===== config.mk =====
export PLATFORM = sky130hd
export DESIGN_NAME = uart_tx_sched
export DESIGN_NICKNAME = d
export VERILOG_FILES = /design/src/rtl/uart_tx_sched.sv
export SDC_FILE = /design/constraint.sdc
export NUM_CORES = 1
export LEC_CHECK = 0
export ABC_AREA = 1
export CAP_MARGIN = 0
export CORE_MARGIN = 2
export CORE_UTILIZATION = 60
export DETAILED_ROUTE_END_ITERATION = 8
export MAX_ROUTING_LAYER = met4
export PLACE_DENSITY = 0.76
export SYNTH_ARGS = -nofsm -noshare
export SYNTH_HDL_FRONTEND = slang
export SYNTH_SLANG_ARGS = --single-unit

===== constraint.sdc =====
create_clock -name clk -period 3.3 [get_ports clk]
set_input_delay 0.99 -clock clk [delete_from_list [all_inputs] [get_ports clk]]
set_output_delay 0.99 -clock clk [all_outputs]
set_load 0.005 [all_outputs]

===== src/rtl/uart_tx_sched.sv =====
// uart_tx_sched: byte FIFO in front of a UART transmitter. Launches one byte per
// single-cycle strobe, sequenced on tx_busy, with a launch timeout and sticky error.
module uart_tx_sched #(
  parameter int DEPTH          = 16,
  parameter int LAUNCH_TIMEOUT = 4
) (
  input  logic                       clk,
  input  logic                       rst_n,
  input  logic                       in_valid,
  input  logic [7:0]                 in_data,
  output logic                       in_ready,
  input  logic                       flush,
  input  logic                       err_clr,
  output logic                       tx_write_en,
  output logic [7:0]                 tx_data,
  input  logic                       tx_busy,
  output logic [$clog2(DEPTH+1)-1:0] fifo_count,
  output logic                       idle,
  output logic                       err,
  output logic [1:0]                 dbg_state
);
  localparam int AW = $clog2(DEPTH);
  localparam int CW = $clog2(DEPTH + 1);
  localparam int TW = $clog2(LAUNCH_TIMEOUT + 1);

  // Push handshake: a byte is taken on a rising edge where in_valid && in_ready and
  // flush is low; in_ready depends on the stored count only, never on a same-cycle pop.
  typedef enum logic [1:0] {
    S_IDLE      = 2'd0,
    S_LAUNCH    = 2'd1,
    S_WAIT_BUSY = 2'd2,
    S_WAIT_DONE = 2'd3
  } state_t;

  state_t        state_q, state_d;
  logic [7:0]    mem [DEPTH];
  logic [AW-1:0] rd_ptr_q, wr_ptr_q;
  logic [CW-1:0] count_q;
  logic [TW-1:0] timer_q, timer_d;
  logic [7:0]    tx_data_q;
  logic          err_q;
  logic          push, pop, set_err, can_launch;

  assign in_ready   = (count_q != CW'(DEPTH));
  assign push       = in_valid & in_ready & ~flush;
  // A flush in the same cycle suppresses the pop, so the FSM sees an empty FIFO.
  assign can_launch = (count_q != '0) & ~flush;

  always_comb begin
    state_d = state_q;
    timer_d = '0;
    pop     = 1'b0;
    set_err = 1'b0;
    unique case (state_q)
      S_IDLE: begin
        if (can_launch && !tx_busy) begin
          state_d = S_LAUNCH;
          pop     = 1'b1;
        end
      end
      S_LAUNCH: state_d = S_WAIT_BUSY;
      S_WAIT_BUSY: begin
        if (tx_busy) begin
          state_d = S_WAIT_DONE;
        end else if (timer_q == TW'(LAUNCH_TIMEOUT - 1)) begin
          state_d = S_IDLE;
          set_err = 1'b1;
        end else begin
          timer_d = timer_q + 1'b1;
        end
      end
      S_WAIT_DONE: begin
        if (!tx_busy) begin
          if (can_launch) begin
            state_d = S_LAUNCH;
            pop     = 1'b1;
          end else begin
            state_d = S_IDLE;
          end
        end
      end
      default: state_d = S_IDLE;
    endcase
  end

  always_ff @(posedge clk or negedge rst_n) begin
    if (!rst_n) begin
      state_q   <= S_IDLE;
      rd_ptr_q  <= '0;
      wr_ptr_q  <= '0;
      count_q   <= '0;
      timer_q   <= '0;
      tx_data_q <= 8'h00;
      err_q     <= 1'b0;
    end else begin
      state_q <= state_d;
      timer_q <= timer_d;
      if (flush) begin
        rd_ptr_q <= '0;
        wr_ptr_q <= '0;
        count_q  <= '0;
      end else begin
        if (push) wr_ptr_q <= wr_ptr_q + 1'b1;
        if (pop)  rd_ptr_q <= rd_ptr_q + 1'b1;
        count_q <= count_q + CW'(push) - CW'(pop);
      end
      if (pop) tx_data_q <= mem[rd_ptr_q];
      if (set_err)      err_q <= 1'b1;
      else if (err_clr) err_q <= 1'b0;
    end
  end

  // Storage needs no reset; occupancy is governed by the pointers and count.
  always_ff @(posedge clk) begin
    if (push) mem[wr_ptr_q] <= in_data;
  end

  assign tx_write_en = (state_q == S_LAUNCH);
  assign tx_data     = tx_data_q;
  assign fifo_count  = count_q;
  assign idle        = (state_q == S_IDLE) && (count_q == '0);
  assign err         = err_q;
  assign dbg_state   = state_q;
endmodule


* Word level (Yosys, flattened, before mapping)
Memories as Yosys holds them, arrays and structs flattened. A register that Yosys moved wholly into a read port is not among the register bits.
Cells that the tools add are included.
** Word-level totals
- Register bits :: 19
- Bits in writable memories :: 128
- Input bits :: 14
- Output and inout bits :: 19
- Word-level logic and storage cells :: 60
- Memories :: 1
** Cells by class
- Add/subtract/negate cells :: 5
- Eq/ne operators :: 8
- Mux-type cells :: 25
- Bitwise gates (word level) :: 4
- Reductions and logical operators :: 11
** Memory list
- mem :: words 16, bits a word 8, read ports 1, clocked after Yosys merged registers in 1, wr ports 1, RTL line 36 : logic [7:0] mem [DEPTH];
** Operator list (count)
- $mux 4 :: 4
- $mux 1 :: 11
- $mux 3 :: 3
- $add 4x1->4 const B :: 2
- $mux 2 :: 4
- $pmux 2 s4 :: 1
- $reduce_bool 2->1 :: 3
- $add 5x1->5 :: 1
- $logic_not 5->1 :: 1
- $mux 5 :: 1
- $ne 5x5->1 const B :: 1
- $reduce_bool 5->1 :: 1
- $sub 5x1->5 :: 1
- $eq 2x2->1 const B :: 2
- $ne 2x2->1 const B :: 2
- $add 3x1->3 const B :: 1
- $and 1x1->1 :: 3
- $eq 3x2->1 const B :: 1
- $ne 3x3->1 const B :: 1
- $reduce_and 3->1 :: 1
- $eq 2x1->1 const B :: 1
- $logic_and 1x1->1 :: 2
- $logic_not 1->1 :: 2
- $logic_not 2->1 :: 1
- other kinds (2) :: 2

* Longest topological paths before layout
Gate-level depths: netlist (run 1).
- Depth after elaboration :: 7
- Depth in mapped cells :: 17
- Gate-level depth less buffers :: 16

* Least setup slack after synthesis (run 1)
No wires, ideal clock.
- Path type :: in2reg
- Start point :: input flush
- End point :: register count_q[4] (netlist: fifo_count[4])
- Setup time :: 0.077 ns
- Arrival :: 2.845 ns
- Data required time :: 3.223 ns
- Setup slack :: 0.378 ns
- Cell stages on the path :: 15
- Buffers on the path :: 2
- Path through :: buf_2 inv_2 nand4_1 inv_2 buf_4 ha_1 inv_1 ha_1 inv_1 fa_1 inv_1 a21oi_1 o21bai_1 o21ai_1 a21oi_1
** On the way
- Cells in the longest elaborated chain, start to end :: 7
- Elaborated cells between the ends (all ways) :: 11
- Classes of those cells :: add/sub: 2; mux: 5; bitwise: 3; reduce/logical: 1
** Ends and longest elaborated chain
- start, declared :: RTL line 12 : input logic flush,
- $not 1->1 * :: RTL line 47 : assign can_launch = (count_q != '0) & ~flush;
- $and 1x1->1 * :: RTL line 47
- $mux 1 / $logic_and 1x1->1 (equally long branches) :: RTL line 74, 56
- $mux 1 (on tied branches) :: RTL line 73, 56
- $pmux 1 s2 * :: RTL line 54 : unique case (state_q)
- net pop :: RTL line 42 : logic push, pop, set_err, can_launch;
- $sub 5x1->5 * :: RTL line 105 : count_q <= count_q + CW'(push) - CW'(pop);
- $mux 5 * :: RTL line 98 : if (flush) begin
- end signal, assigned :: RTL line 105
- end, declared :: RTL line 38 : logic [CW-1:0] count_q;
The timed path passes the listed nets; every way through them passes the cells marked *.
A chain may end at the register's enable or synchronous reset.

* Worst setup path after layout (run 1)
- Start point :: register count_q[2] (netlist: fifo_count[2])
- End point :: output idle
** On the way
- Cells in the longest elaborated chain, start to end :: 2
** Ends and longest elaborated chain
- $logic_not 5->1 :: RTL line 121 : assign idle = (state_q == S_IDLE) && (count_q == '0);
- $logic_and 1x1->1 :: RTL line 121
- end, declared :: RTL line 18 : output logic idle,
No other way between the ends.

==> qor.yml, run 1 <==
status:
  outcome: "complete, no violations"
critical_path:
  worst-path-max-fanout: 4
  crit_type: "flop to primary output"
  cp-start-kind: "flop"
  crit_arrival_ns: 1.95
  endpoint_kind: "primary output"
  cp.required_ns: 2.31
  regToRegSetupSlack_ns: 0.67
synthesis:
  yosysSeqAreaShare_pct: 64.0
  synth_area_per_cell_um2: 9.90
  yosys-top-cells-area: "edfxtp_1 54%, nand2_1 12%, dfrtp_1 9.6%"
  yosysWarnings: 0
  synth-seq-cells: 155
  async_flop_share_pct: 17.4
  syn-num-nets: 746
  synth_top_cell_by_area: "edfxtp_1"
  synth_cell_types: 26
  netlist_area_um2: 7070
  syn_inst: 714
  synth_edf_count: 128
  yosys.area.top_type_share_pct: 54.4
  synthFlopType: "edfxtp_1"
place:
  place_area_um2: 7570
  io_buffers: 32
  place.gp.congestion: 0.875
  dp_slack_ns: 0.0344
  numPlacedInstances: 887
  hpwl_mm: 9.78
detailed_routing:
  totalWireLength_mm: 15.6
  dr.pass1.iters: 5
  ant_nets: 0
  vias_per_cell: 5.41
  routedWlPerCell_um: 16.9
  num_vias: 4971
  drt_iter0_markers: 514
  drc_errors: 0
sta:
  fin_crit_ns: 2.94
  tns_ns: 0
  rsz0062_at_grt: "no"
  clock_skew_ns: 0.00871
  timing.hold.ws_ns: 0.436
  max_freq_ghz: 0.340
  worst_slew_pin_slew_ns: 0.783
  finalWorstSetupSlack_ns: 0.357
  slew_headroom_pct: 47.8
  slew_violations: 0
  finalHoldViolCount: 0
  period_share_pct: 89.2
  setup_viol: 0
clock_network:
  cts.sink_count: 155
  cts_buffer_depth: 2
  post_cts_buffers: 0
  cts_hold_buf: 0
  clkLatencyLatePin_ns: 0.42
  htreeDepth: 4
  numCtsBuffers: 17
  post_cts_resized: 0
  clk_pin_slew_ns: 0.06
  cts_tree: "yes"
  root_buffer: "clkbuf_16"
cells_and_area:
  layout-drive-gt1-share_pct: 8.76
  fin_cells: 919
  layout.nets: 795
  n_antenna_cell: 0
  finalInstanceArea_um2: 8080
  syn2layout_area_growth_pct: 14.4
  post-route-util_pct: 70.5
global_routing:
  antenna_found_initial: 0
  grt_pass1_wl_mm: 25.3
  grt_max_degree: 67
  grt_overflow: 0
  grt_usage_pct: 27.4
  grt_pass1_vias: 5115
power:
  irDropWorstVdd_uv: 524
  power_mw: 5.06
  power.leakage_nw: 3.58
  powerDensity_nw_per_um2: 626
worst_hold_path:
  hp-class: "flop to flop"
floorplan:
  dieArea_um2: 12700
  io_pins: 33
  fp.dieH_um: 113
  rows: 39
  die_w_um: 113
  core_region_area_um2: 11500
  start_util_pct: 61.6
run:
  maxCapViolCount: 0
[layer usage]
layer | track usage, % | vias to the layer above | part of all wire (%)
met4 | 10.7 | 0 | 2.0
met1 | 33.2 | 2365 | 39
met5 | - | - | 0
met2 | 45.3 | 191 | 52
met3 | 5.89 | 26 | 7.0
li1 | - | 2389 | -
[report_power, final]
group	switching (mW)	total, mW	internal, mW
registers	0.0858	2.32	2.24
logic	0.617	1.04	0.425
clock network	0.753	1.70	0.945
[layout make-up]
cell class	instances	area, um2
Clock buffer	18	429
Clock inverter	14	81.3
Fill cell	782	3380
Inverter	127	477
Multi-Input combinational cell	403	1870
Sequential cell	155	4520
Tap cell	143	179
Timing Repair Buffer	59	523
[worst paths after layout]
kind,startpoint,endpoint,cells past startpoint
min in group asynchronous,rst_n,dbg_state[1]$_DFFE_PN0P_,1
min,timer_q[0]$_DFF_PN0_,timer_q[0]$_DFF_PN0_,1
max in group asynchronous,rst_n,fifo_count[3]$_DFF_PN0_,2
min reg2reg,timer_q[0]$_DFF_PN0_,timer_q[0]$_DFF_PN0_,1
max reg2reg,dbg_state[0]$_DFFE_PN0P_,fifo_count[4]$_DFF_PN0_,15
max,fifo_count[2]$_DFF_PN0_,idle,5
[registers in the layout, summed over array words and instances (netlist names)]
signal and cells:
fifo_count 5, dbg_state 2, timer_q 3, err 1
wr_ptr_q 4, mem 128, tx_data 8, rd_ptr_q 4
[synthesized netlist by cell type, types with 3 or more instances]
cell type	count
ha_1	17
buf_4	5
nor3_1	5
buf_6	7
nand4_1	5
clkbuf_1	3
inv_1	117
dfrtp_1	27
nor2_1	27
inv_2	10
nand2_1	221
a21oi_1	5
edfxtp_1	128
nand3_1	104
buf_2	13
o21ai_1	10
[placed cells by master, fill, tap and decap left out]
| cell type | Yosys | routed |
|---|---|---|
| edfxtp_1 | 128 | 128 |
| clkinvlp_4 | 0 | 3 |
| o32ai_1 | 1 | 1 |
| or2_1 | 1 | 1 |
| inv_6 | 0 | 1 |
| nand2_2 | 1 | 1 |
| o21bai_1 | 1 | 1 |
| dfrtp_1 | 27 | 26 |
| inv_1 | 117 | 117 |
| nor2_2 | 1 | 1 |
| ha_1 | 17 | 17 |
| clkinv_4 | 0 | 1 |
| o21ai_1 | 10 | 10 |
| inv_2 | 10 | 10 |
| xnor2_1 | 1 | 1 |
| nor3_1 | 5 | 5 |
| nor2_1 | 27 | 27 |
| xor2_1 | 1 | 1 |
| a21oi_1 | 5 | 5 |
| dfrtp_2 | 0 | 1 |
| a31oi_1 | 1 | 1 |
| clkbuf_16 | 0 | 17 |
| nand3_1 | 104 | 104 |
| nand2_1 | 221 | 221 |
| fa_1 | 1 | 1 |
| clkinv_1 | 0 | 3 |
| buf_4 | 5 | 27 |
| clkbuf_1 | 3 | 1 |
| clkdlybuf4s50_1 | 0 | 32 |
| nand4_1 | 5 | 5 |
| clkinv_2 | 0 | 6 |
[worst max-delay path: stages (launching register included)]
cell and delay [ns]:
dfrtp_1 0.41, inv_1 0.09, ha_1 0.19, nand4_1 0.20, nor2_1 0.14, clkdlybuf4s50_1 0.51
[kinds of logic after synthesis]
kind of cell / synth area share, %
adder cells (fa/ha/maj): 3.29
AO/OA/AOI/OAI: 1.38
flip-flops: 64.0
buffers and inverters: 9.53
AND/OR/NAND/NOR: 21.6
XOR/XNOR: 0.248
No activity file was read; power rests on OpenSTA's default activity.
==> run 2: changes to the inputs <==
- CORE_UTILIZATION: 60 -> 54
- GPL_TIMING_DRIVEN: default -> 0
- PLACE_DENSITY: 0.76 -> 0.72
- clock period: 3.3 -> 2.63 ns (I/O delays scaled with it)
==> qor.yml, run 2 (synthesis results as in run 1) <==
status:
  outcome: "finished with violations"  # was complete, no violations
  violations: "negative setup slack"
cells_and_area:
  regMostFlops: "mem"  # unchanged
  layout_common_cells: "220 x nand2_1, 128 x edfxtp_1, 111 x inv_1, 104 x nand3_1, 28 x clkdlybuf4s50_1"  # was 221 x nand2_1, 128 x edfxtp_1, 117 x inv_1, 104 x nand3_1, 32 x clkdlybuf4s50_1
  post-route-util_pct: 65.9  # was 70.5%
  syn2layout_area_growth_pct: 18.7  # was 14.4%
  layout-drive-gt1-share_pct: 12.3  # was 8.76%
  layout.nets: 814  # was 795
  largest_reg_flops: 128  # unchanged
  n_fill_cell: 1022  # was 782
  regArea_um2: 4520  # unchanged
  final_common_cell: "nand2_1"  # unchanged
  multi_input_area_um2: 1920  # was 1870 um2
  n_antenna_cell: 0  # unchanged
power:
  irDropWorstVdd_uv: 658  # was 524 uV
  pwr-share-seq_pct: 41.4  # was 45.9%
  power.share.clock_pct: 35.6  # was 33.5%
  powerDensity_nw_per_um2: 837  # was 626 nW/um2
  switchingPower_mw: 1.93  # was 1.45 mW
  pwr-share-comb_pct: 23.0  # was 20.6%
  power.leakage_nw: 3.69  # was 3.58 nW
  switching_share_pct: 27.4  # was 28.7%
  intPower_mw: 5.09  # was 3.61 mW
run:
  maxCapViolCount: 0  # unchanged
detailed_routing:
  totalWireLength_mm: 17.9  # was 15.6 mm
  dr.pass1.iters: 6  # was 5
  ant_nets: 0  # unchanged
  drc_errors: 0  # unchanged
  vias_per_cell: 5.32  # was 5.41
  drt_iter0_markers: 523  # was 514
  num_vias: 5148  # was 4971
  routedWlPerCell_um: 18.5  # was 16.9 um
sta:
  clock_skew_ns: 0.00661  # was 0.00871 ns
  slew_headroom_pct: 22.8  # was 47.8%
  rsz0062_at_grt: "yes"  # was no
  slew_violations: 0  # unchanged
  finalWorstSetupSlack_ns: -0.0416  # was 0.357 ns
  tns_ns: -0.0416  # was 0 ns
  setup_viol: 1  # was 0
  fin_crit_ns: 2.67
  max_freq_ghz: 0.374
  worst_slew_pin_slew_ns: 1.15  # was 0.783 ns
  finalHoldViolCount: 0  # unchanged
  period_share_pct: 102
global_routing:
  antenna_found_initial: 0  # unchanged
  grt_max_degree: 28  # was 67
  grt_overflow: 0  # unchanged
  grt_usage_pct: 27.6  # was 27.4%
  grt_pass1_vias: 5072  # was 5115
  grt_pass1_wl_mm: 27.8  # was 25.3 mm
critical_path:
  worst-path-max-fanout: 4  # unchanged
  crit_type: "flop to flop"  # was flop to primary output
  cp-startpoint: "dbg_state[1]$_DFFE_PN0P_"  # was fifo_count[2]$_DFF_PN0_
  cp-start-kind: "flop"  # unchanged
  endpoint_kind: "flop"  # was primary output
  crit_arrival_ns: 2.98  # was 1.95 ns
  cp.required_ns: 2.94  # was 2.31 ns
  reg2reg_from: "dbg_state[1]$_DFFE_PN0P_"  # was dbg_state[0]$_DFFE_PN0P_
clock_network:
  clkLatencyLatePin_ns: 0.43  # was 0.42 ns
  cts.sink_count: 155  # unchanged
  htreeDepth: 4  # unchanged
  clk_pin_slew_ns: 0.06  # about the same
  root_buffer: "clkbuf_16"  # unchanged
  cts_tree: "yes"  # unchanged
  numCtsBuffers: 17  # unchanged
  cts_hold_buf: 0  # unchanged
  cts_buffer_depth: 2  # unchanged
place:
  place.gp.congestion: 0.919  # was 0.875
  hpwl_mm: 11.8  # was 9.78 mm
  io_buffers: 31  # was 32
  dp_slack_ns: -0.608  # was 0.0344 ns
floorplan:
  io_pins: 33  # unchanged
  core_region_area_um2: 12700  # was 11500 um2
  dieArea_um2: 14000  # was 12700 um2
  start_util_pct: 55.5  # was 61.6%
  die_w_um: 118  # was 113 um
  fp.dieH_um: 118  # was 113 um
  rows: 41  # was 39
worst_hold_path:
  hp-class: "primary input to asynchronous set/reset pin"  # was flop to flop
==> run 2: per-stage QoR <==
stage               hold slack (ns)  cells  instance area, um2  total power [mW]
floorplan                     0.407    714                7080              3.74
global placement              0.419    917                7610              4.27
detailed placement            0.440    917                7610              4.32
CTS                           0.448    957                8280              6.88
global route                  0.431    967                8390              7.33
finish                        0.378    967                8390              7.02
==> run 2: layout make-up <==
class,count,share of cell area (%)
timing repair buffer,49,5.22
clock buffer,17,5.07
inverter,127,5.71
multi-input combinational,403,22.9
sequential,155,53.9
tap,172,2.57
buffer,29,2.46
clock inverter,15,2.15
==> run 2: metal layers <==
| metal | vias up | GRT usage [%] | part of all wire, % |
|---|---|---|---|
| li1 | 2434 | - | - |
| met2 | 214 | 44.2 | 50 |
| met1 | 2469 | 34.9 | 41 |
| met4 | 0 | 11.3 | 2.9 |
| met3 | 31 | 5.16 | 6.8 |
| met5 | - | - | 0 |
==> run 2: power by group through the flow <==
stage | combinational [mW] | clock, mW | sequential [mW]
after CTS | 1.45 | 2.52 | 2.90
after global routing | 1.79 | 2.62 | 2.92
final | 1.62 | 2.50 | 2.90
after floorplan | 0.789 | 0 | 2.95
after detailed placement | 1.36 | 0 | 2.96
after global placement | 1.32 | 0 | 2.95
==> run 2: final timing paths <==
kind | endpoint | slack, ns | cells past startpoint
max | fifo_count[4]$_DFF_PN0_ | -0.04 | 17
min | tx_data[1]$_DFFE_PN0P_ | 0.38 | 1
max reg2reg | fifo_count[4]$_DFF_PN0_ | -0.04 | 17
min reg2reg | timer_q[0]$_DFF_PN0_ | 0.46 | 1
max in group asynchronous | dbg_state[0]$_DFFE_PN0P_ | 1.79 | 1
min in group clk | timer_q[0]$_DFF_PN0_ | 0.46 | 1
==> run 2: critical path, cell delays in order (launching register included) <==
cell and delay, ns:
dfrtp_1 0.41, inv_2 0.11, ha_1 0.19, nor2_1 0.06
nor2_1 0.10, nand4_1 0.14, inv_2 0.09, buf_6 0.12
ha_4 0.20, inv_2 0.04, ha_2 0.16, inv_1 0.05
fa_2 0.33, inv_2 0.07, a21oi_1 0.06, o21bai_1 0.22
buf_4 0.15, a21oi_1 0.05
==> run 2: repair_timing <==
item                       4_1_cts  5_1_grt
pin swaps                        4        6
resized for setup                9        8
setup endpoints to repair        2       25
setup buffers                    8       10
